File: config.mk
export PLATFORM = sky130hd
export DESIGN_NAME = lsu_unit_flat
export DESIGN_NICKNAME = d
export VERILOG_FILES = /design/src/rtl/lsu_unit_if.sv /design/src/rtl/lsu_unit.sv /design/src/flat_wrapper.sv
export SDC_FILE = /design/constraint.sdc
export NUM_CORES = 1
export LEC_CHECK = 0
export CAP_MARGIN = 15
export CORE_UTILIZATION = 35
export DETAILED_ROUTE_END_ITERATION = 10
export HOLD_SLACK_MARGIN = 0.15
export PLACE_DENSITY = 0.64
export RECOVER_POWER = 25
export SLEW_MARGIN = 20
export SYNTH_ARGS = -nofsm -noshare
export SYNTH_HDL_FRONTEND = slang
export SYNTH_SLANG_ARGS = --single-unit
File: constraint.sdc
create_clock -name i_clk -period 9.7 [get_ports i_clk]
set_input_delay 1.94 -clock i_clk [delete_from_list [all_inputs] [get_ports i_clk]]
set_output_delay 1.94 -clock i_clk [all_outputs]
set_load 0.1 [all_outputs]
File: src/rtl/lsu_unit_if.sv
// lsu_unit_if
// Bundles the pipeline request/response handshake and the memory port A bus
// of the load/store unit.
//   slave  : the load/store unit (takes requests and read data, drives memory
//            and the response)
//   master : the surrounding pipeline and memory model
// Request : i_req, i_we, i_funct3, i_addr, i_wdata -> o_ready
// Memory  : o_mem_addr, o_mem_wdata, o_mem_bmask, o_mem_wren <- i_mem_rdata
// Response: o_rsp_valid, o_rdata, o_err
interface lsu_unit_if #(
  parameter int ADDR_W = 16
);
  logic              i_req;
  logic              i_we;
  logic [2:0]        i_funct3;
  logic [31:0]       i_addr;
  logic [31:0]       i_wdata;
  logic              o_ready;
  logic [ADDR_W-1:0] o_mem_addr;
  logic [31:0]       o_mem_wdata;
  logic [3:0]        o_mem_bmask;
  logic              o_mem_wren;
  logic [31:0]       i_mem_rdata;
  logic              o_rsp_valid;
  logic [31:0]       o_rdata;
  logic              o_err;

  modport slave (
    input  i_req, i_we, i_funct3, i_addr, i_wdata, i_mem_rdata,
    output o_ready, o_mem_addr, o_mem_wdata, o_mem_bmask, o_mem_wren,
    output o_rsp_valid, o_rdata, o_err
  );

  modport master (
    output i_req, i_we, i_funct3, i_addr, i_wdata, i_mem_rdata,
    input  o_ready, o_mem_addr, o_mem_wdata, o_mem_bmask, o_mem_wren,
    input  o_rsp_valid, o_rdata, o_err
  );
endinterface

File: src/rtl/lsu_unit.sv
// lsu_unit
// RV32 load/store unit in front of port A of the data memory. Byte-addressed
// LB/LH/LW/LBU/LHU/SB/SH/SW requests become word accesses with byte masks.
// An access whose bytes cross a word boundary takes a second memory cycle,
// during which o_ready is low. Load results are extended and registered.
// Ports:
//   i_clk   : clock, rising edge
//   i_reset : asynchronous active-high reset
//   bus     : lsu_unit_if.slave (request, memory port A, response)
module lsu_unit #(
  parameter int ADDR_W = 16
) (
  input  logic     i_clk,
  input  logic     i_reset,
  lsu_unit_if.slave bus
);

  typedef enum logic {IDLE, SECOND} state_t;

  state_t            state_reg, state_next;
  logic [ADDR_W-1:0] addr_reg;
  logic              we_reg;
  logic [2:0]        funct3_reg;
  logic [1:0]        off_reg;
  logic [31:0]       wdata_reg;
  logic [31:0]       w0_reg;
  logic [3:0]        mask_hi_reg;
  logic              rsp_valid_reg;
  logic [31:0]       rdata_reg;
  logic              err_reg;

  logic [1:0]        off;
  logic [3:0]        size_mask;
  logic [7:0]        lane_mask;
  logic              legal;
  logic              accept;
  logic              split;
  logic [4:0]        sh_first;
  logic [5:0]        sh_second;
  logic [63:0]       pair_word;
  logic [31:0]       split_raw;
  logic [31:0]       single_raw;

  logic [ADDR_W-1:0] mem_addr;
  logic [31:0]       mem_wdata;
  logic [3:0]        mem_bmask;
  logic              mem_wren;

  assign off        = bus.i_addr[1:0];
  assign lane_mask  = {4'b0000, size_mask} << off;
  // Reset gates acceptance so memory sees no write while reset is held.
  assign accept     = bus.i_req && (state_reg == IDLE) && !i_reset;
  assign split      = legal && (lane_mask[7:4] != 4'b0000);
  assign sh_first   = {off, 3'b000};
  // Only reached with off_reg in 1..3, so the shift is 8..24.
  assign sh_second  = 6'd32 - {1'b0, off_reg, 3'b000};
  assign pair_word  = {bus.i_mem_rdata, w0_reg};
  assign split_raw  = pair_word[{off_reg, 3'b000} +: 32];
  assign single_raw = bus.i_mem_rdata >> sh_first;

  always_comb begin
    case (bus.i_funct3[1:0])
      2'b00:   size_mask = 4'b0001;
      2'b01:   size_mask = 4'b0011;
      default: size_mask = 4'b1111;
    endcase
  end

  // Zero/sign-extended sizes exist only for loads.
  always_comb begin
    case (bus.i_funct3)
      3'b000, 3'b001, 3'b010: legal = 1'b1;
      3'b100, 3'b101:         legal = !bus.i_we;
      default:                legal = 1'b0;
    endcase
  end

  function automatic logic [31:0] extend(input logic [31:0] raw, input logic [2:0] f3);
    case (f3[1:0])
      2'b00:   extend = f3[2] ? {24'h0, raw[7:0]}  : {{24{raw[7]}}, raw[7:0]};
      2'b01:   extend = f3[2] ? {16'h0, raw[15:0]} : {{16{raw[15]}}, raw[15:0]};
      default: extend = raw;
    endcase
  endfunction

  // Next state and memory port drive. IDLE is combinational from the request,
  // SECOND replays the registered request for the upper lanes.
  always_comb begin
    state_next = state_reg;
    mem_addr   = '0;
    mem_wdata  = 32'h0;
    mem_bmask  = 4'b0000;
    mem_wren   = 1'b0;
    case (state_reg)
      IDLE: begin
        if (accept && legal) begin
          mem_addr  = bus.i_addr[ADDR_W+1:2];
          mem_bmask = lane_mask[3:0];
          mem_wdata = bus.i_wdata << sh_first;
          mem_wren  = bus.i_we;
          if (split) begin
            state_next = SECOND;
          end
        end
      end
      SECOND: begin
        mem_addr   = addr_reg + ADDR_W'(1);
        mem_bmask  = mask_hi_reg;
        mem_wdata  = wdata_reg >> sh_second;
        mem_wren   = we_reg;
        state_next = IDLE;
      end
      default: state_next = IDLE;
    endcase
  end

  always_ff @(posedge i_clk or posedge i_reset) begin
    if (i_reset) begin
      state_reg <= IDLE;
    end else begin
      state_reg <= state_next;
    end
  end

  // Request capture for the second cycle, and the one-cycle response pulse.
  always_ff @(posedge i_clk or posedge i_reset) begin
    if (i_reset) begin
      addr_reg      <= '0;
      we_reg        <= 1'b0;
      funct3_reg    <= 3'b000;
      off_reg       <= 2'b00;
      wdata_reg     <= 32'h0;
      w0_reg        <= 32'h0;
      mask_hi_reg   <= 4'b0000;
      rsp_valid_reg <= 1'b0;
      rdata_reg     <= 32'h0;
      err_reg       <= 1'b0;
    end else begin
      rsp_valid_reg <= 1'b0;
      rdata_reg     <= 32'h0;
      err_reg       <= 1'b0;
      if (state_reg == SECOND) begin
        rsp_valid_reg <= 1'b1;
        rdata_reg     <= we_reg ? 32'h0 : extend(split_raw, funct3_reg);
      end else if (accept) begin
        if (!legal) begin
          rsp_valid_reg <= 1'b1;
          err_reg       <= 1'b1;
        end else if (split) begin
          addr_reg    <= bus.i_addr[ADDR_W+1:2];
          we_reg      <= bus.i_we;
          funct3_reg  <= bus.i_funct3;
          off_reg     <= off;
          wdata_reg   <= bus.i_wdata;
          w0_reg      <= bus.i_mem_rdata;
          mask_hi_reg <= lane_mask[7:4];
        end else begin
          rsp_valid_reg <= 1'b1;
          rdata_reg     <= bus.i_we ? 32'h0 : extend(single_raw, bus.i_funct3);
        end
      end
    end
  end

  assign bus.o_ready     = (state_reg == IDLE);
  assign bus.o_mem_addr  = mem_addr;
  assign bus.o_mem_wdata = mem_wdata;
  assign bus.o_mem_bmask = mem_bmask;
  assign bus.o_mem_wren  = mem_wren;
  assign bus.o_rsp_valid = rsp_valid_reg;
  assign bus.o_rdata     = rdata_reg;
  assign bus.o_err       = err_reg;

endmodule
File: src/flat_wrapper.sv
// flat-port wrapper written by rule: the top's interface ports become plain ports
module lsu_unit_flat 
#(
  parameter int ADDR_W = 16
)
  (i_clk, i_reset, bus_i_req, bus_i_we, bus_i_funct3, bus_i_addr, bus_i_wdata, bus_i_mem_rdata, bus_o_ready, bus_o_mem_addr, bus_o_mem_wdata, bus_o_mem_bmask, bus_o_mem_wren, bus_o_rsp_valid, bus_o_rdata, bus_o_err);
  lsu_unit_if #(.ADDR_W(ADDR_W)) bus_i ();
  input  logic i_clk;
  input  logic i_reset;
  input wire logic [$bits(bus_i.i_req)-1:0] bus_i_req;
  input wire logic [$bits(bus_i.i_we)-1:0] bus_i_we;
  input wire logic [$bits(bus_i.i_funct3)-1:0] bus_i_funct3;
  input wire logic [$bits(bus_i.i_addr)-1:0] bus_i_addr;
  input wire logic [$bits(bus_i.i_wdata)-1:0] bus_i_wdata;
  input wire logic [$bits(bus_i.i_mem_rdata)-1:0] bus_i_mem_rdata;
  output wire logic [$bits(bus_i.o_ready)-1:0] bus_o_ready;
  output wire logic [$bits(bus_i.o_mem_addr)-1:0] bus_o_mem_addr;
  output wire logic [$bits(bus_i.o_mem_wdata)-1:0] bus_o_mem_wdata;
  output wire logic [$bits(bus_i.o_mem_bmask)-1:0] bus_o_mem_bmask;
  output wire logic [$bits(bus_i.o_mem_wren)-1:0] bus_o_mem_wren;
  output wire logic [$bits(bus_i.o_rsp_valid)-1:0] bus_o_rsp_valid;
  output wire logic [$bits(bus_i.o_rdata)-1:0] bus_o_rdata;
  output wire logic [$bits(bus_i.o_err)-1:0] bus_o_err;
  assign bus_i.i_req = bus_i_req;
  assign bus_i.i_we = bus_i_we;
  assign bus_i.i_funct3 = bus_i_funct3;
  assign bus_i.i_addr = bus_i_addr;
  assign bus_i.i_wdata = bus_i_wdata;
  assign bus_i.i_mem_rdata = bus_i_mem_rdata;
  assign bus_o_ready = bus_i.o_ready;
  assign bus_o_mem_addr = bus_i.o_mem_addr;
  assign bus_o_mem_wdata = bus_i.o_mem_wdata;
  assign bus_o_mem_bmask = bus_i.o_mem_bmask;
  assign bus_o_mem_wren = bus_i.o_mem_wren;
  assign bus_o_rsp_valid = bus_i.o_rsp_valid;
  assign bus_o_rdata = bus_i.o_rdata;
  assign bus_o_err = bus_i.o_err;
  lsu_unit #(.ADDR_W(ADDR_W)) u_core (.i_clk(i_clk), .i_reset(i_reset), .bus(bus_i));
endmodule
* Word level (Yosys, flattened, before mapping)
Index checks and enable logic that the tools add are counted.
Storage, ports and cells: output and inout bits 88, flip-flop bits (word level) 125, word-level logic and storage cells 70
Cells by class: shifts and indexed selects 5, equality and inequality tests 6, muxes and demuxes 32, bitwise operators 1, reductions and logical operators 13, add/sub/neg operators 2
Operators with widths (count):
- $mux 32 | 11
- $pmux 32 s2 | 3
- $shiftx 64x6->32 | 1
- $pmux 16 s2 | 1
- $shl 32x5->32 | 1
- $shr 32x5->32 | 1
- $shr 32x6->32 | 1
- $add 16x1->16 const B | 1
- $mux 16 | 1
- $pmux 4 s2 | 2
- $mux 1 | 10
- $shl 4x2->8 | 1
- $eq 3x3->1 const B | 2
- $pmux 1 s2 | 3
- $sub 6x5->6 const A | 1
- $eq 2x1->1 const B | 2
- $logic_and 1x1->1 | 4
- $logic_not 2->1 | 2
- $mux 4 | 1
- $reduce_and 4->1 | 1
- $reduce_bool 4->1 | 1
- $eq 3x1->1 const B | 1
- $eq 3x2->1 const B | 1
- $logic_not 3->1 | 1
- other kinds (4) | 5

* Longest topological paths before layout
Gate-level depths: netlist of the first run.
depth in word-level cells 9, mapped depth 9, depth with buffers taken out 5

* Least setup slack after synthesis of the first run
Ideal clock, no wire load.
kind input to output, start input bus_i_funct3[0], end output bus_o_mem_bmask[2], arrival 5.110 ns, required time 7.760 ns, cell stages on the path 6, path buffers 2, path slack 2.650 ns, path through clkbuf_1 nor2_1 o21a_1 buf_2 o21ai_1 o21ai_0
Between the ends: longest elaborated chain between the ends 6, elaborated cells between the ends (all ways) 15, classes of those cells 5 x eq/ne; 1 x shift; 4 x mux; 5 x reduce/logical
Ends and longest elaborated chain:
- start: declaration | RTL line flat_wrapper.sv:12 | input wire logic [$bits(bus_i.i_funct3)-1:0] bus_i_funct3;
- $eq 3x1->1 (tied with other cells) | RTL line lsu_unit.sv:71 | case (bus.i_funct3)
- $reduce_or 3->1 / $reduce_or 2->1 (equally long branches) | RTL line lsu_unit.sv:71
- $pmux 1 s2 | RTL line lsu_unit.sv:71
- $logic_and 1x1->1 | RTL line lsu_unit.sv:96 | if (accept && legal) begin
- $mux 4 * | RTL line lsu_unit.sv:96
- $pmux 4 s2 * | RTL line lsu_unit.sv:94 | case (state_reg)
- end: declaration | RTL line flat_wrapper.sv:19 | output wire logic [$bits(bus_i.o_mem_bmask)-1:0] bus_o_mem_bmask;
Mark *: on every way between the ends. The rest lies on a longest branch, timed or not.

* Worst setup path in the final report of the first run
start input bus_i_funct3[1], end output bus_o_mem_wdata[22]
Between the ends: longest elaborated chain between the ends 6, elaborated cells between the ends (all ways) 11, classes of those cells 4 x eq/ne; 3 x mux; 4 x reduce/logical
Ends and longest elaborated chain:
- $eq 3x1->1 (tied with other cells) | RTL line lsu_unit.sv:71
- $reduce_or 3->1 / $reduce_or 2->1 (equally long branches) | RTL line lsu_unit.sv:71
- $pmux 1 s2 * | RTL line lsu_unit.sv:71
- $logic_and 1x1->1 * | RTL line lsu_unit.sv:96
- $mux 32 * | RTL line lsu_unit.sv:96
- $pmux 32 s2 * | RTL line lsu_unit.sv:94
- end: declaration | RTL line flat_wrapper.sv:18 | output wire logic [$bits(bus_i.o_mem_wdata)-1:0] bus_o_mem_wdata;
Marked as above.

==> results of run 1 <==
metrics by stage:
step | cell area (um2) | util (%) | instances | hold WS (ns)
2_1_floorplan | 7720 | - | 746 | 0.436
4_1_cts | 10300 | 48.0 | 1183 | 0.472
5_1_grt | 10200 | 48.0 | 1183 | 0.515
3_5_place_dp | 9680 | 45.3 | 1152 | 0.455
3_3_place_gp | 9680 | 45.3 | 1152 | 0.453
6_report | 10200 | 48.0 | 1183 | 0.466
area by class of cell:
type                            instances  area share, %
Tap cell                              275           3.36
Clock buffer                           24           4.80
Inverter                               11          0.415
Timing Repair Buffer                  188           17.9
Clock inverter                          7          0.854
Sequential cell                       124           30.3
Multi-Input combinational cell        554           42.3
final timing paths:
kind	cells after the start	start	slack, ns	endpoint
worst max-delay path	6	bus_i_funct3[1]	1.69	bus_o_mem_wdata[22]
worst min-delay path	1	u_core.mask_hi_reg[0]	0.47	u_core.mask_hi_reg[0]
worst max register to register	5	u_core.state_reg	6.87	u_core.bus.o_rdata[23]
worst min register to register	1	u_core.mask_hi_reg[0]	0.47	u_core.mask_hi_reg[0]
max in group asynchronous	3	i_reset	2.24	u_core.off_reg[0]
min in group asynchronous	2	i_reset	2.71	u_core.bus.o_rsp_valid
power by group:
part,switching [W],internal (W)
clock network,0.000231,0.000402
logic,0.000455,0.000292
registers,0.000100,0.000624
total,0.000786,0.00132
cells by family after synthesis:
group,Yosys count,share of synthesized area [%]
compound gates,190,16.7
xor+xnor,15,1.70
fa+ha+maj,2,0.324
buf+inv,68,3.87
flops,124,40.2
mux,186,27.3
simple gates,161,9.99
cells in the final DEF, fill, tap and decap left out, types with 5 or more instances in the layout:
cell type,n
clkdlybuf4s50_1,172
dfrtp_1,122
mux2_2,91
mux2i_1,79
nand2_1,67
o21ai_0,47
a21oi_1,39
nor2_1,31
o221ai_1,22
nand3_1,19
clkbuf_16,17
o22ai_1,16
a22o_1,11
xnor2_1,11
buf_4,11
mux4_2,10
nand4_1,10
o21a_1,9
a31oi_1,9
a221oi_1,9
inv_1,8
a21boi_0,8
o2bb2ai_1,8
mux2_1,6
nor3_1,5
routing by layer:
layer | vias to the layer above | global-route usage (%) | share of wire [%]
met4 | 0 | 7.63 | 2.0
met1 | 3301 | 30.1 | 45
met5 | - | 0 | 0
li1 | 3098 | - | -
met2 | 250 | 34.2 | 47
met3 | 38 | 4.03 | 5.9
==> flow_metrics.py, run 1 <==
metrics = {
    "status": {
        "run_status": "finished with violations",
        "violations": "capacitance limit, slew limit",
    },
    "clock_network": {
        "htree_num_levels": 4,
        "cts_root_buf": "clkbuf_16",
        "cts_buffer_depth": 2,
        "cts_hold_buf": 0,
        "clock_sinks": 124,
        "path_clk_slew_ns": 0.06,
        "clkLatencyLatePin_ns": 0.42,
        "cts-resized-gates": 0,
        "cts_setup_buffers": 0,
        "cts_buffers": 17,
        "tritoncts": "yes",
    },
    "synthesis": {
        "yosysMostFrequentCell": "dfrtp_1",
        "avgSynthCellArea_um2": 10.4,
        "seq_area_frac_synth_pct": 40.2,
        "yosysTopAreaCell": "dfrtp_1",
        "syn_nets": 851,
        "ys_top_cells_by_area": "dfrtp_1 (40%), mux2_2 (13%), mux2i_1 (10%)",
        "ys_seq_elements": 124,
        "synth_top_cells_by_count": "dfrtp_1 (124), mux2_2 (91), mux2i_1 (79)",
        "syn_area_mm2": 0.00772,
        "yosys_warnings": 0,
        "synth_cell_types": 54,
        "synthFlopType": "dfrtp_1",
        "synth_edf_count": 0,
        "synthArstFlopShare_pct": 100,
        "synth_top_area_share_pct": 40.2,
        "synth_cells": 746,
    },
    "sta": {
        "period_minus_slack_ns": 8.01,
        "setup_viol": 0,
        "rsz0062_at_grt": "no",
        "finClkSkew_ns": 0.00512,
        "relSlewSlack_pct": -155,
        "timing.final.crit_share_pct": 82.6,
        "tns_ns": 0,
        "slew_viol_final": 128,
        "tightest_slew_ns": 3.82,
        "setup_ws_ns": 1.69,
        "hold_viol_final": 0,
        "max_freq_mhz": 125,
    },
    "placement": {
        "gp_routability_congestion": 0.805,
        "pre_cts_ws_ns": 1.73,
        "hpwl_mm": 15.8,
        "portBuffers": 176,
    },
    "routing": {
        "totalWireLength_mm": 24.1,
        "drt_iter0_markers": 559,
        "drtAntennaViolNets": 0,
        "viasPerCell": 5.65,
        "num_vias": 6687,
        "drcViolationCount": 0,
        "firstDrtPassIters": 5,
        "avgRoutedWirePerCell_um": 20.4,
    },
    "layout": {
        "n_antenna_cell": 0,
        "register_area_mm2": 0.00311,
        "nFillCells": 1979,
        "multi_input_area_mm2": 0.00434,
        "syn_to_final_growth_pct": 32.7,
        "nets": 1001,
        "layout-drive-gt1-share_pct": 17.7,
    },
    "die": {
        "die_y_um": 151,
        "die_area_mm2": 0.0227,
        "core_mm2": 0.0214,
        "rows": 53,
        "start_util_pct": 36.2,
        "pin_count": 191,
        "die_w_um": 151,
    },
    "grt": {
        "overflow": 0,
        "grt_pass1_wl_mm": 37.8,
        "grt_pass1_vias": 6610,
        "track_usage_pct": 21.9,
        "grt_start_max_net_pins": 70,
        "antenna_found_initial": 0,
    },
    "power_and_ir_drop": {
        "powerDensity_mw_per_mm2": 205,
        "leakagePower_nw": 4.24,
        "finalPower_w": 0.00210,
        "ir_worst_vdd_mv": 0.108,
    },
    "hold_path": {
        "hp-class": "reg -> reg",
    },
    "critical_path": {
        "worstPathRequired_ns": 7.76,
        "cp.arrival_ns": 6.07,
        "crit_fanout": 25,
        "setup.worst_path.end_class": "primary output",
        "slowest_delay_ns": 1.19,
        "cp_slowest_cell": "clkdlybuf4s50_1",
        "cp_cell_sequence": "dlygate4sd3_1 > a21oi_1 > o21a_2 > o21ai_1 > o22ai_1 > clkdlybuf4s50_1",
        "worstSetupPathType": "in -> out",
        "crit_family": "compound AO/OA/AOI/OAI gates",
        "start_kind": "input pin",
        "path_buf_inv": 2,
    },
    "job": {
        "max_cap_violations": 2,
    },
}
Power figures use the tool's default switching activity.
==> run 2: changes to the inputs <==
--- a/config.mk
+++ b/config.mk
@@ -9,7 +9,7 @@
 export CORE_UTILIZATION = 35
 export DETAILED_ROUTE_END_ITERATION = 10
 export HOLD_SLACK_MARGIN = 0.15
-export PLACE_DENSITY = 0.64
+export PLACE_DENSITY = 0.66
 export RECOVER_POWER = 25
 export SLEW_MARGIN = 20
 export SYNTH_ARGS = -nofsm -noshare
==> constraint.sdc (replaced) <==
create_clock -name i_clk -period 6.9 [get_ports i_clk]
set_input_delay 1.38 -clock i_clk [delete_from_list [all_inputs] [get_ports i_clk]]
set_output_delay 1.38 -clock i_clk [all_outputs]
set_load 0.1 [all_outputs]
==> run 2 against run 1 <==
  * The run still ends with capacitance limit, slew limit left
  * First-iteration DRC count shrank 8.8%
  * Cell area is 1.5% lower
  * Clock skew is 0.0039 ns higher
  * Hold slack better by 0.00072 ns
  * Sequential share of layout area is 0.45 points higher
  * Critical path depth is 1 higher
  * Total power grew 35%
  * Non-clock buffer count increased by 4
  * Register-to-register slack got worse by 2.5 ns
  * Clock power increased by 25%
  * Count of clock-buffer cells in the layout is the same
  * Via count grew 0.87%
  * Largest cell class unchanged
  * Highest routed layer is now met5
==> flow_metrics.py, run 2 (same netlist as run 1, synthesis figures left out) <==
metrics = {
    "status": {
        "run_status": "finished with violations",
        "violations": "capacitance limit, slew limit",
    },
    "layout": {
        "final_cell_mix": "dfrtp_1 (122), clkdlybuf4s50_1 (119), mux2_2 (91), mux2i_1 (79), nand2_1 (67)",
        "nFillCells": 1984,
        "register_area_mm2": 0.00311,
        "layout-drive-gt1-share_pct": 23.7,
        "multi_input_area_mm2": 0.00435,
        "final_common_cell": "dfrtp_1",
        "nets": 1005,
        "n_antenna_cell": 0,
        "syn_to_final_growth_pct": 30.7,
        "fin_cells": 1188,
    },
    "clock_network": {
        "htree_num_levels": 4,
        "path_clk_slew_ns": 0.05,
        "cts-resized-gates": 0,
        "cts_setup_buffers": 0,
        "cts_buffers": 17,
        "cts_buffer_depth": 2,
        "tritoncts": "yes",
        "clock_sinks": 124,
        "cts_root_buf": "clkbuf_16",
        "cts_hold_buf": 0,
        "clkLatencyLatePin_ns": 0.41,
    },
    "routing": {
        "drcViolationCount": 0,
        "avgRoutedWirePerCell_um": 19.9,
        "drtAntennaViolNets": 0,
        "num_vias": 6745,
        "totalWireLength_mm": 23.7,
        "firstDrtPassIters": 5,
        "drt_iter0_markers": 510,
        "viasPerCell": 5.68,
    },
    "placement": {
        "portBuffers": 176,
        "gp_routability_congestion": 0.809,
        "dpl.cell_count": 1156,
        "hpwl_mm": 15.9,
    },
    "sta": {
        "setup_viol": 0,
        "timing.final.crit_share_pct": 80.3,
        "hold_viol_final": 0,
        "max_freq_mhz": 180,
        "tightest_slew_ns": 3.63,
        "rsz0062_at_grt": "no",
        "slew_viol_final": 126,
        "relSlewSlack_pct": -142,
        "tns_ns": 0,
        "period_minus_slack_ns": 5.54,
        "finClkSkew_ns": 0.00902,
    },
    "die": {
        "die_area_mm2": 0.0227,
        "pin_count": 191,
        "die_y_um": 151,
        "start_util_pct": 36.2,
        "die_w_um": 151,
        "core_mm2": 0.0214,
        "rows": 53,
    },
    "power_and_ir_drop": {
        "leakagePower_nw": 4.33,
        "powerDensity_mw_per_mm2": 282,
        "ir_worst_vdd_mv": 0.129,
    },
    "critical_path": {
        "startpoint": "bus_i_funct3[0]",
        "worstSetupPathType": "in -> out",
        "reg2reg_from": "u_core.state_reg",
        "start_kind": "input pin",
        "cp.arrival_ns": 4.16,
        "crit_path_end": "bus_o_mem_wdata[8]",
        "setup.worst_path.end_class": "primary output",
        "rrSetupSlack_ns": 4.42,
        "worstPathRequired_ns": 5.52,
        "rr_worst_depth": 5,
        "crit_fanout": 16,
        "rr_endpoint": "u_core.bus.o_rdata[18]",
    },
    "hold_path": {
        "hp-class": "reg -> reg",
        "hold_start": "u_core.mask_hi_reg[0]",
    },
    "grt": {
        "grt_start_max_net_pins": 74,
        "track_usage_pct": 21.4,
        "overflow": 0,
        "grt_pass1_vias": 6503,
        "antenna_found_initial": 1,
        "grt_pass1_wl_mm": 36.8,
    },
    "job": {
        "max_cap_violations": 2,
    },
}
## run 2: worst max-delay path, cell delays in order
cell	delay, ns
dlygate4sd3_1	0.68
nor2_1	0.39
o21a_2	0.37
buf_4	0.30
nand2_1	0.33
o22ai_1	0.36
buf_4	0.34
## run 2: metal layers
layer  wire length, um  global-route usage, %
met1             10500                   29.1
met2             11100                   32.9
met3              1510                   4.61
met4               605                   8.28
met5                10                      0
## run 2: worst min path at each step
stage / endpoint / slack, ns / cells after the start
3_3_place_gp: u_core.mask_hi_reg[0] / 0.45 / 1
6_report: u_core.mask_hi_reg[0] / 0.47 / 1
3_5_place_dp: u_core.mask_hi_reg[0] / 0.45 / 1
4_1_cts: u_core.mask_hi_reg[0] / 0.47 / 1
5_1_grt: u_core.mask_hi_reg[0] / 0.48 / 1
2_1_floorplan: u_core.mask_hi_reg[0] / 0.44 / 1
## run 2: area by class of cell
| type | count | share of cell area, % |
|---|---|---|
| sequential | 124 | 30.8 |
| multi-input combinational | 554 | 43.0 |
| tap | 275 | 3.41 |
| clock inverter | 8 | 0.434 |
| timing repair buffer | 192 | 17.3 |
| clock buffer | 24 | 4.67 |
| inverter | 11 | 0.421 |
## run 2: metrics by stage
stage / setup slack (ns) / total power [W] / util [%] / area [um2] / hold slack (ns)
floorplan: 0.970 / 0.00179 / - / 7720 / 0.436
CTS: 1.49 / 0.00287 / 47.3 / 10100 / 0.472
global placement: 1.49 / 0.00205 / 44.9 / 9590 / 0.450
finish: 1.36 / 0.00285 / 47.3 / 10100 / 0.467
detailed placement: 1.50 / 0.00206 / 44.9 / 9590 / 0.455
global route: 0.748 / 0.00299 / 47.3 / 10100 / 0.481
## run 2: power by group
part           internal, W  switching, W
combinational     0.000402      0.000662
clock             0.000473      0.000320
sequential        0.000878      0.000116
total              0.00175       0.00110
==> edit 1, RTL diff (settings of run 2) <==
Make the reset (`i_reset`) synchronous in 2 clocked blocks. Comments in the files are not updated.
--- a/src/rtl/lsu_unit.sv
+++ b/src/rtl/lsu_unit.sv
@@ -116,3 +116,3 @@
 
-  always_ff @(posedge i_clk or posedge i_reset) begin
+  always_ff @(posedge i_clk) begin
     if (i_reset) begin
@@ -125,3 +125,3 @@
   // Request capture for the second cycle, and the one-cycle response pulse.
-  always_ff @(posedge i_clk or posedge i_reset) begin
+  always_ff @(posedge i_clk) begin
     if (i_reset) begin
Behaviour: differs if i_reset is asserted again (counterexample within 4 cycles, from zero or initial values and one cycle with i_reset high); with i_reset held inactive, the same outputs for 4 cycles.
==> edit 1 against run 2 <==
The run ends with design-rule violations, max-capacitance violations, max-slew violations left; final area increased by 0.79%; worst setup slack worse by 0.33 ns; routed wire length up 20%; core utilization decreased by 2.3 points; synthesized area rose by 4.3%; sequential share of layout area decreased by 6.3 points; sequential cell count did not move.
Power is not compared: it rests on default switching activity, and its combinational part moved more than twofold at a synthesized area within 25%.
==> edit 1: results (changes against run 2) <==
[outcome]
status=complete, but fails checks
violations=design-rule violations, max-capacitance violations, max-slew violations

[global_route]
grt_pass1_vias=7857  ; +21%
met1_usage_pct=30.6  ; +1.5 points
use_met3_pct=4.48  ; -0.12 points
grt_start_max_net_pins=75  ; +1.4%
use_met2_pct=39.4  ; +6.5 points

[critical_path]
crit_fanout=74  ; +58
critPathArrivalTime_ns=6.23  ; +2.07 ns
crit_slowest_cell=clkbuf_1
cpPeakStageDelay_ns=1.31  ; +0.63 ns

[cts]
insertion_delay_ns=0.43  ; +0.02 ns

[yosys]
seq_area_frac_synth_pct=30.8  ; -9.4 points
synth_commonest_cells=a21oi_1, dfxtp_1, o21ai_0, nand3_1, mux2i_1
yosys.area_share.adder_pct=0.310  ; -0.013 points
synth_fp_nets=1091  ; +28%
ys.flop_type=dfxtp_1
synth.area.top_cells=dfxtp_1, mux2i_1, a21oi_1
synth.distinct_cells=65  ; +20%
synth-async-reset-ratio_pct=0  ; -100 points
synth_xor_area_share_pct=1.63  ; -0.071 points
avgSynthCellArea_sq_um=8.17  ; -21%

[routing]
met3_length_mm=2.25  ; +49%
dr.pass1.iters=11  ; +6
met1_length_mm=11.8  ; +13%
drc=2  ; +2
met2_length_mm=13.6  ; +22%
initialDrtViolationCount=796  ; +56%
finalWirelength_mm=28.3  ; +20%

[placed_design]
place_hpwl_mm=18.8  ; +18%
gp_congestion=0.936  ; +16%
dpl_worst_slack_ns=1.31  ; -0.190 ns

[finish]
instances_no_fill=1391  ; +17%
nonClkBufAreaFrac_pct=17.1  ; -0.20 points
drive_gt1_share_pct=12.0  ; -12 points
clk_share_pct=5.93  ; +0.82 points
seq_area_sq_um=2490  ; -20%
area_delta_synth_final_pct=26.3
multi_input_cells=752  ; +36%
inverters=9  ; -2
multi_input_area_share_pct=48.7  ; +5.7 points
design_area_sq_um=10200  ; +0.79%
signal_buffers=190  ; -1.0%
fin_nets=1199  ; +19%

[sta]
drv_slew=154  ; +22%

[job]
maxCapViolations=3  ; +1

-- edit 1: changes by cell type after synthesis, moves of 66 or more --
cell,delta
dfxtp_1,+124
a21oi_1,+87
o21ai_0,+66
nand3_1,+80
dfrtp_1,-124
mux2_2,-90
-- edit 1: worst paths after layout --
check	endpoint	slack, ns	from	depth (start not counted)
worst min register to register	u_core.wdata_reg[1]	0.48	u_core.wdata_reg[1]	2
worst max register to register	u_core.bus.o_rdata[8]	3.62	u_core.state_reg	6
worst min-delay path	u_core.wdata_reg[1]	0.48	u_core.wdata_reg[1]	2
worst max-delay path	u_core.mask_hi_reg[1]	1.02	bus_i_addr[0]	7
-- edit 1: report_power, final --
part / switching (mW) / internal (mW)
Combinational: 0.284 / 0.136
Clock: 0.329 / 0.604
Sequential: 0.0139 / 0.732
Total: 0.627 / 1.47
==> edit 2, RTL diff (config.mk and constraints of run 2) <==
Made on the original files. `ADDR_W` is set to 16 in 3 places; all go to 18.
--- a/src/rtl/lsu_unit_if.sv
+++ b/src/rtl/lsu_unit_if.sv
@@ -10,3 +10,3 @@
 interface lsu_unit_if #(
-  parameter int ADDR_W = 16
+  parameter int ADDR_W = 18
 );
--- a/src/rtl/lsu_unit.sv
+++ b/src/rtl/lsu_unit.sv
@@ -10,3 +10,3 @@
 module lsu_unit #(
-  parameter int ADDR_W = 16
+  parameter int ADDR_W = 18
 ) (
--- a/src/flat_wrapper.sv
+++ b/src/flat_wrapper.sv
@@ -3,3 +3,3 @@
 #(
-  parameter int ADDR_W = 16
+  parameter int ADDR_W = 18
 )
Ports: changed (resized bus_o_mem_addr); port bits go from 191 to 193. No check against the original RTL was run, so the function may have changed too.
==> edit 2 against run 2 <==
The flow still finishes with violations (max-capacitance violations, max-slew violations); sequential share of layout area fell by 1.5 points; synthesized area rose by 4.9%; final cell count fell by 3.2%; global-route usage fell by 0.28 points; sequential cell count rose by 2; fmax fell by 2.3%; critical path depth fell by 1; highest routed layer is now met4; clock power rose by 26%; final area rose by 6.8%; total power rose by 12%; worst setup slack got worse by 0.13 ns; via count fell by 1.2%; largest cell class unchanged; routed wire length rose by 3.2%.
==> edit 2: results (changes against run 2) <==
[routing]
routed-via-count=6664  ; -1.2%
met1_length_mm=10.9  ; +4.1%
top_layer=met4
met2_length_mm=11.6  ; +4.4%
met3_length_mm=1.32  ; -13%

[global_route]
grt_start_max_net_pins=83  ; +12%
grt_pass1_wl_mm=38.6  ; +5.0%

[yosys]
synth_top_area_share_pct=38.9  ; -1.3 points
synth.area.top_cells=dfrtp_1, mux4_2, mux2_2
seq_area_frac_synth_pct=38.9  ; -1.3 points
synth_xor_area_share_pct=1.62  ; -0.080 points
synth_area_sq_um=8110  ; +4.9%
synth_fp_nets=803  ; -5.6%

[pwr]
p_leak_nw=4.43  ; +2.2%
switching_share_pct=36.3  ; -2.2 points

[finish]
nFillCells=2068  ; +4.2%
n_clock_buffer=18  ; -25%
drive_gt1_share_pct=26.1  ; +2.5 points
clk_share_pct=6.07  ; +0.96 points

[placed_design]
dpl_worst_slack_ns=1.40  ; -0.0995 ns
io_buffers=180  ; +2.3%
place_hpwl_mm=16.1  ; +1.4%

[outcome]
status=complete, but fails checks
violations=max-capacitance violations, max-slew violations

[critical_path]
critPathArrivalTime_ns=4.29  ; +0.13 ns

[job]
maxCapViolations=1  ; -1

[sta]
drv_slew=51  ; -60%

==> edit 2: cell count changes after synthesis, sizes merged, moves of 16 or more <==
cell    before  now
mux4        10   38
a21oi       39   18
mux2i       79   55
o311ai       1   17
o221ai      25    9
o21ai       48   28
==> edit 2: critical path, cell delays in order <==
cell and delay (ns):
dlygate4sd3_1 0.61, nor3b_1 0.53, o21a_2 0.59, nand2b_1 0.46, o21ai_0 0.47, buf_12 0.23
==> edit 2: worst paths after layout <==
check,to,cells after the start,startpoint
worst max-delay path,bus_o_mem_bmask[1],6,i_reset
worst min-delay path,u_core.mask_hi_reg[0],1,u_core.mask_hi_reg[0]
worst max register to register,u_core.bus.o_rdata[8],5,u_core.state_reg
worst min register to register,u_core.mask_hi_reg[0],1,u_core.mask_hi_reg[0]
max in group asynchronous,u_core.off_reg[0],3,i_reset
min in group asynchronous,u_core.addr_reg[16],2,i_reset
